## config.mk

```make
export PLATFORM = sky130hd
export DESIGN_NAME = pipelined_logic_unit
export DESIGN_NICKNAME = d
export VERILOG_FILES = /design/src/rtl/alu_pkg.sv /design/src/rtl/logic_op_core.sv /design/src/rtl/pipelined_logic_unit.sv
export SDC_FILE = /design/constraint.sdc
export NUM_CORES = 1
export LEC_CHECK = 0
export CAP_MARGIN = 25
export CORE_MARGIN = 3
export CORE_UTILIZATION = 40
export DETAILED_ROUTE_END_ITERATION = 7
export GPL_ROUTABILITY_DRIVEN = 0
export PLACE_DENSITY = 0.75
export SLEW_MARGIN = 20
export SYNTH_ARGS = -nofsm -noshare
export SYNTH_HDL_FRONTEND = slang
export SYNTH_SLANG_ARGS = --single-unit
```

## constraint.sdc

```tcl
create_clock -name clk -period 3 [get_ports clk]
set_input_delay 0.75 -clock clk [delete_from_list [all_inputs] [get_ports clk]]
set_output_delay 0.75 -clock clk [all_outputs]
set_load 0.005 [all_outputs]
```

## src/rtl/alu_pkg.sv

```systemverilog
// Shared definitions for the ALU logic lane: op encodings and accumulate FSM states.
package alu_pkg;

  localparam logic [2:0] OP_AND  = 3'd0;
  localparam logic [2:0] OP_OR   = 3'd1;
  localparam logic [2:0] OP_XOR  = 3'd2;
  localparam logic [2:0] OP_XNOR = 3'd3;
  localparam logic [2:0] OP_NAND = 3'd4;
  localparam logic [2:0] OP_NOR  = 3'd5;
  localparam logic [2:0] OP_NOT  = 3'd6;
  localparam logic [2:0] OP_ACC  = 3'd7;

  typedef enum logic {
    StIdle,
    StAcc
  } acc_state_e;

endpackage

```

## src/rtl/logic_op_core.sv

```systemverilog
// Purely combinational WIDTH-bit bitwise op mux; op 7 yields a ^ b (fold is added upstream).
module logic_op_core
  import alu_pkg::*;
#(
  parameter int unsigned WIDTH = 8
) (
  input  logic [2:0]       op,
  input  logic [WIDTH-1:0] a,
  input  logic [WIDTH-1:0] b,
  output logic [WIDTH-1:0] y
);

  always_comb begin
    y = '0;
    unique case (op)
      OP_AND:  y = a & b;
      OP_OR:   y = a | b;
      OP_XOR:  y = a ^ b;
      OP_XNOR: y = ~(a ^ b);
      OP_NAND: y = ~(a & b);
      OP_NOR:  y = ~(a | b);
      OP_NOT:  y = ~a;
      OP_ACC:  y = a ^ b;
    endcase
  end

endmodule

```

## src/rtl/pipelined_logic_unit.sv

```systemverilog
// Registered bitwise logic unit with valid/ready handshake, XOR-accumulate fold and
// zero/parity status flags.
module pipelined_logic_unit
  import alu_pkg::*;
#(
  parameter int unsigned WIDTH  = 8,
  parameter bit          ACC_EN = 1'b1
) (
  input  logic             clk,
  input  logic             rst_n,
  input  logic             in_valid,
  output logic             in_ready,
  input  logic [2:0]       op,
  input  logic [WIDTH-1:0] a,
  input  logic [WIDTH-1:0] b,
  input  logic             acc_first,
  input  logic             acc_last,
  output logic             out_valid,
  input  logic             out_ready,
  output logic [WIDTH-1:0] y,
  output logic             zero,
  output logic             parity,
  output logic             acc_busy
);

  logic             out_valid_q, out_valid_d;
  logic [WIDTH-1:0] y_q;
  logic             zero_q, parity_q;
  logic [WIDTH-1:0] acc_q;
  acc_state_e       state_q;

  logic             accept;
  logic             is_acc;
  logic             load_out;
  logic [WIDTH-1:0] core_y;
  logic [WIDTH-1:0] fold;
  logic [WIDTH-1:0] result;

  logic_op_core #(
    .WIDTH(WIDTH)
  ) u_core (
    .op(op),
    .a (a),
    .b (b),
    .y (core_y)
  );

  assign in_ready = !out_valid_q || out_ready;
  assign accept   = in_valid && in_ready;
  assign is_acc   = ACC_EN && (op == OP_ACC);
  assign fold     = (acc_first ? '0 : acc_q) ^ a ^ b;
  // Non-final fold beats update only the accumulator and produce no output beat.
  assign load_out = accept && (!is_acc || acc_last);
  assign result   = is_acc ? fold : core_y;

  always_comb begin
    out_valid_d = out_valid_q;
    if (load_out) begin
      out_valid_d = 1'b1;
    end else if (out_ready) begin
      out_valid_d = 1'b0;
    end
  end

  always_ff @(posedge clk or negedge rst_n) begin
    if (!rst_n) begin
      out_valid_q <= 1'b0;
      y_q         <= '0;
      zero_q      <= 1'b1;
      parity_q    <= 1'b0;
    end else begin
      out_valid_q <= out_valid_d;
      if (load_out) begin
        y_q      <= result;
        zero_q   <= ~|result;
        parity_q <= ^result;
      end
    end
  end

  if (ACC_EN) begin : g_acc
    acc_state_e       state_d;
    logic [WIDTH-1:0] acc_d;

    always_ff @(posedge clk or negedge rst_n) begin
      if (!rst_n) begin
        state_q <= StIdle;
        acc_q   <= '0;
      end else begin
        state_q <= state_d;
        acc_q   <= acc_d;
      end
    end

    always_comb begin
      state_d = state_q;
      acc_d   = acc_q;
      if (accept && is_acc) begin
        state_d = acc_last ? StIdle : StAcc;
        acc_d   = acc_last ? '0 : fold;
      end
    end
  end else begin : g_no_acc
    assign state_q = StIdle;
    assign acc_q   = '0;
  end

  always_comb begin
    acc_busy = (state_q == StAcc);
  end

  assign out_valid = out_valid_q;
  assign y         = y_q;
  assign zero      = zero_q;
  assign parity    = parity_q;

endmodule

```

==> impl_metrics.env, run 1 <==
export IMPL_crit_required_ns=3.15
export IMPL_holdPathEnd="acc_busy$_DFFE_PN0P_"
export IMPL_critPathMaxStageDelay_ns=0.49
export IMPL_synth_area_leaders="dfrtp_1, ha_1, xnor2_1"
export IMPL_cp_arrival_ns=3.05
export IMPL_start_kind="input pin"
export IMPL_slew_headroom_pct=73.7
export IMPL_path_max_fanout=3
export IMPL_p_per_area_nw_per_um2=410
export IMPL_finalPower_mw=1.10
export IMPL_ir_worst_vdd_v=0.000217
export IMPL_crit_chain="clkdlybuf4s50_1 > inv_1 > ha_1 > inv_1 > a21oi_1 > mux4_2 > a21o_1 > ha_1 > xnor2_1 > xnor2_1 > o21ai_1"
export IMPL_tightest_slew_ns=0.392
export IMPL_nNetsFinal=335
export IMPL_syn_mean_instance_area_sq_um=8.65
export IMPL_areaGrowthSynthToFinish_pct=40.7
export IMPL_synthTopCellsByCount="inv_1, nand2_1, ha_1"
export IMPL_cts_tree="done"
export IMPL_synth_edf_count=0
export IMPL_yosysTopAreaCell="dfrtp_1"
export IMPL_totalWireLength_um=4370
export IMPL_postSynth_asyncResetShare_pct=100
export IMPL_clk_pin_slew_ns=0.08
export IMPL_vias=1730
export IMPL_synth_yosys_seq_area_share_pct=26.3
export IMPL_dieHeight_um=75.1
export IMPL_drtAntennaViolNets=0
export IMPL_yosysTopAreaCellShare_pct=24.9
export IMPL_finalHoldViolations=0
export IMPL_synth_seq_cells=20
export IMPL_ys_warn_count=0
export IMPL_timing_rr_end="parity$_DFFE_PN0P_"
export IMPL_status="finished, final reports clean"
export IMPL_ioPinCount=38
export IMPL_coreArea_sq_um=4470
export IMPL_ys_flop_type="dfrtp_1"
export IMPL_p_leak_nw=1.26
export IMPL_period_share_pct=96.6
export IMPL_gr_total_overflow=0
export IMPL_first_iter_violations=101
export IMPL_grt_pass1_vias=1749
export IMPL_htree_levels=1
export IMPL_reg2reg_from="acc_q[3]$_DFFE_PN0P_"
export IMPL_insertion_delay_ns=0.26
export IMPL_rows=24
export IMPL_drtPass1Iterations=4
export IMPL_maxSlewViolCount=0
export IMPL_grt_pass1_wl_um=7260
export IMPL_swShare_pct=29.2
export IMPL_ys_types=47
export IMPL_drcViolationCount=0
export IMPL_routed_via_density=5.07
export IMPL_r2r_cells=8
export IMPL_clock_sinks=20
export IMPL_setup_viol=0
export IMPL_wire_per_inst_um=12.8
export IMPL_grt_usage_pct=16.3
export IMPL_min_from="acc_busy$_DFFE_PN0P_"
export IMPL_grt_max_degree=24
export IMPL_drv_cap=0
export IMPL_postCtsHoldBufs=0
export IMPL_synth_nets=266
export IMPL_pwr_share_comb_pct=43.2
export IMPL_layout_drive_gt1_share_pct=20.1
export IMPL_hpwl_um=3470
export IMPL_io_buffers=37
export IMPL_fin_setup_tns_ns=0
export IMPL_post_route_min_period_ns=2.90
export IMPL_numCtsBuffers=3
export IMPL_p_int_mw=0.780
export IMPL_power_switching_mw=0.321
export IMPL_hold_depth=2
export IMPL_n_antenna_cell=0
export IMPL_synth_cell_area_sq_um=1910
export IMPL_pwr_share_seq_pct=32.3
export IMPL_regToRegSetupSlack_ns=0.98
export IMPL_antenna_found_initial=0
export IMPL_max_freq_ghz=0.345
export IMPL_cts_root_buf="clkbuf_8"
export IMPL_worst_setup_path_type="input pin to register"
export IMPL_netlist_instances=221
export IMPL_slowest_stage="clkdlybuf4s50_1"
export IMPL_synth_most_common_cell="inv_1"
export IMPL_initial_core_util_pct=42.7
export IMPL_clockBufferDepth=2
export IMPL_power_share_clock_pct=24.5
export IMPL_skew_ns=0.00914
export IMPL_die_area_sq_um=5640
export IMPL_holdCritPathClass="register to register"
export IMPL_endpoint_kind="register"
export IMPL_die_x_um=75.1
==> per-layer routing <==
metal  GRT usage, %  vias up  part of all wire (%)
met2           30.9       42                    52
met1           18.9      796                    43
met5              0        -                     0
met4           3.75        0                   1.7
met3           2.40        6                   3.8
li1               -      886                     -
==> registers in the layout, summed over array words and instances (netlist names) <==
signal and cells:
acc_busy 1, acc_q 8, out_valid 1, parity 1, y 8, zero 1
==> power by group through the flow <==
stage          sequential (mW)  combinational (mW)  clock, mW
6_report                 0.356               0.476      0.270
3_5_place_dp             0.362               0.462          0
4_1_cts                  0.357               0.464      0.273
2_1_floorplan            0.360               0.246          0
5_1_grt                  0.364               0.525      0.284
3_3_place_gp             0.361               0.448          0
==> placed cells by master (no fill, tap or decap), types with 2 or more instances in the layout <==
cell / Yosys / routed
inv_1: 22 / 22
nand3_1: 2 / 2
clkdlybuf4s50_1: 0 / 36
nor2_1: 13 / 13
a21oi_2: 2 / 2
nor2b_1: 7 / 6
buf_12: 0 / 2
nand2_1: 21 / 21
clkbuf_8: 0 / 3
o22ai_1: 2 / 2
mux2_2: 3 / 3
o21ai_1: 5 / 6
a211oi_1: 2 / 2
o21ai_0: 10 / 9
xnor2_1: 19 / 18
ha_1: 20 / 18
buf_4: 2 / 35
a21o_1: 2 / 2
mux2i_1: 7 / 7
nand2b_1: 8 / 8
dfrtp_1: 19 / 19
mux4_2: 3 / 3
xor2_1: 5 / 5
and2_1: 2 / 2
a31oi_1: 2 / 2
a21oi_1: 11 / 11
a32o_1: 2 / 2
nor3_1: 4 / 4
==> critical path: cells and delay by family <==
| kind | cells | cell delay, ns |
|---|---|---|
| buffers and inverters | 3 | 0.60 |
| adder cells (fa/ha/maj) | 2 | 0.60 |
| multiplexers | 1 | 0.46 |
| AO/OA/AOI/OAI | 3 | 0.33 |
| XOR/XNOR | 2 | 0.30 |
==> through the flow <==
| stage | setup slack (ns) | hold WS, ns | util, % | instance area, sq um | std cells |
|---|---|---|---|---|---|
| floorplan | 0.354 | 0.442 | - | 1910 | 221 |
| finish | 0.103 | 0.491 | 60.1 | 2690 | 341 |
| global placement | -0.164 | 0.462 | 57.7 | 2580 | 336 |
| CTS | 0.0632 | 0.491 | 59.3 | 2650 | 340 |
| detailed placement | -0.210 | 0.472 | 57.7 | 2580 | 336 |
| global route | -0.0168 | 0.515 | 60.1 | 2690 | 341 |
==> timing repair <==
item / CTS / global route
buffers inserted: 0 / 1
endpoints found under the setup margin: 0 / 1
gates resized for setup: 0 / 6
==> cells by family after synthesis <==
| group | share of synthesized area (%) |
|---|---|
| flops | 26.3 |
| xor+xnor | 11.0 |
| simple gates | 18.3 |
| fa+ha+maj | 13.1 |
| buf+inv | 7.46 |
| mux | 9.76 |
| compound gates | 14.1 |
==> area by class of cell <==
class	count	area (sq um)
Inverter	22	82.6
Fill cell	388	1790
Tap cell	52	65.1
Clock buffer	3	41.3
Sequential cell	20	502
Clock inverter	1	30.0
Multi-Input combinational cell	169	1290
Timing Repair Buffer	74	676
==> worst max-delay path by stage <==
stage          start  slack [ns]                 end  depth (start not counted)
2_1_floorplan   a[5]        0.35  parity$_DFFE_PN0P_                          9
3_3_place_gp   op[1]       -0.16  parity$_DFFE_PN0P_                         10
3_5_place_dp    a[5]       -0.21  parity$_DFFE_PN0P_                         10
4_1_cts         a[5]        0.06  parity$_DFFE_PN0P_                         10
5_1_grt         a[0]       -0.02  parity$_DFFE_PN0P_                         11
6_report        a[0]        0.10  parity$_DFFE_PN0P_                         11
(Power assumes the default switching activity.)
==> inputs of run 2 (changes only) <==
- DONT_BUFFER_PORTS: unset -> 1
- PLACE_DENSITY: 0.75 -> 0.64
==> run 2 against run 1 <==
Against the previous run:
- wire length decreased by 13%
- highest routed layer unchanged
- sequential power increased by 3%
- register-to-register slack got worse by 0.02 ns
- maximum frequency increased by 16%
- worst hold slack got worse by 0.32 ns
- critical path depth decreased by 2
- flip-flop and latch count unchanged
- global-route usage decreased by 1.5 points
- combinational power decreased by 44%
==> impl_metrics.env, run 2 (synthesis gave the netlist of run 1 again) <==
export IMPL_areaGrowthSynthToFinish_pct=2.62
export IMPL_drtAntennaViolNets=0
export IMPL_cp_arrival_ns=2.62
export IMPL_initial_core_util_pct=42.7
export IMPL_first_iter_violations=115
export IMPL_worst_setup_path_type="input pin to register"
export IMPL_totalWireLength_um=3810
export IMPL_final_common_cell="inv_1"
export IMPL_holdCritPathClass="input pin to asynchronous set/reset pin"
export IMPL_period_share_pct=83.5
export IMPL_tightest_slew_ns=0.822
export IMPL_layout_common_cells="inv_1, nand2_1, ha_1, xnor2_1, dfrtp_1"
export IMPL_cts_setup_buffers=0
export IMPL_clockBufferDepth=2
export IMPL_drv_cap=0
export IMPL_numCtsBuffers=3
export IMPL_final_cell_area_sq_um=1960
export IMPL_cts_tree="done"
export IMPL_r2r_cells=8
export IMPL_p_leak_nw=0.899
export IMPL_start_kind="input pin"
export IMPL_fin_setup_tns_ns=0
export IMPL_slew_headroom_pct=44.8
export IMPL_grt_pass1_wl_um=6450
export IMPL_maxSlewViolCount=0
export IMPL_finalHoldViolations=0
export IMPL_rsz0062_at_grt="no"
export IMPL_grt_max_degree=31
export IMPL_ir_worst_vdd_v=0.000180
export IMPL_grt_pass1_vias=1398
export IMPL_drtPass1Iterations=4
export IMPL_routed_via_density=5.46
export IMPL_drcViolationCount=0
export IMPL_cts_root_buf="clkbuf_8"
export IMPL_htree_levels=1
export IMPL_final_core_util_pct=43.8
export IMPL_whs_ns=0.175
export IMPL_die_x_um=75.1
export IMPL_endpoint_kind="register"
export IMPL_setup_viol=0
export IMPL_status="finished, final reports clean"
export IMPL_vias=1457
export IMPL_wire_per_inst_um=14.3
export IMPL_dieHeight_um=75.1
export IMPL_skew_ns=0.00693
export IMPL_clock_sinks=20
export IMPL_layout_drive_gt1_share_pct=7.44
export IMPL_path_max_fanout=4
export IMPL_max_freq_ghz=0.399
export IMPL_cts_resized=0
export IMPL_insertion_delay_ns=0.26
export IMPL_p_per_area_nw_per_um2=415
export IMPL_antenna_found_initial=0
export IMPL_n_antenna_cell=0
export IMPL_post_route_min_period_ns=2.51
export IMPL_gr_total_overflow=0
export IMPL_die_area_sq_um=5640
export IMPL_grt_usage_pct=14.7
export IMPL_coreArea_sq_um=4470
export IMPL_rows=24
export IMPL_crit_required_ns=3.11
export IMPL_postCtsHoldBufs=0
export IMPL_io_buffers=0
export IMPL_ioPinCount=38
export IMPL_hpwl_um=3010
export IMPL_placed_area_sq_um=1920
export IMPL_nNetsFinal=261
export IMPL_clk_pin_slew_ns=0.08
[run 2: cell types whose count changed in the layout (fill, tap and decap cells not counted), moves of 2 or more]
cell / change
clkdlybuf4s50_1: -36
buf_4: -35
ha_1: +2
buf_12: -2
[run 2: per-stage QoR]
stage                     worst slack, ns  power, mW  cells
after floorplan                     0.354      0.606    221
after global placement              0.268      0.635    263
after detailed placement            0.222      0.641    263
after CTS                           0.488      0.825    267
after global routing                0.382      0.878    267
final                               0.494      0.814    267
[run 2: power by group]
part / leakage, nW / internal [mW] / switching [mW] / total (mW)
clock network: 0.0228 / 0.0945 / 0.0873 / 0.182
registers: 0.246 / 0.326 / 0.0403 / 0.366
logic: 0.630 / 0.141 / 0.125 / 0.266
[run 2: path summary, 6_finish.rpt]
path	slack, ns	end	startpoint
setup reg to reg	0.96	parity$_DFFE_PN0P_	acc_q[3]$_DFFE_PN0P_
max in group asynchronous	2.65	zero$_DFFE_PN1P_	rst_n
min in group clk	0.49	acc_q[7]$_DFFE_PN0P_	acc_q[7]$_DFFE_PN0P_
setup / recovery	0.49	parity$_DFFE_PN0P_	a[5]
hold reg to reg	0.49	acc_q[7]$_DFFE_PN0P_	acc_q[7]$_DFFE_PN0P_
hold / removal	0.18	acc_q[1]$_DFFE_PN0P_	rst_n
[run 2: worst max-delay path: stages]
cell and delay (ns):
inv_1 0.02, ha_1 0.30, mux2_4 0.26, mux4_2 0.48, a21oi_2 0.17, ha_1 0.26
xnor2_1 0.17, xnor2_1 0.13, o21ai_0 0.08
[run 2: cell type report]
type	instances	area, sq um
clock buffers	4	45.0
fillers	461	2510
inverters	22	82.6
multi-input cells	169	1270
flip-flops and latches	20	502
well taps	52	65.1
[run 2: metal layers]
metal	global-route usage [%]	vias up	share of wire, %
met1	20.5	685	48
met3	4.14	4	7.0
met5	0	-	0
met4	2.37	0	0.60
li1	-	735	-
met2	23.2	33	44
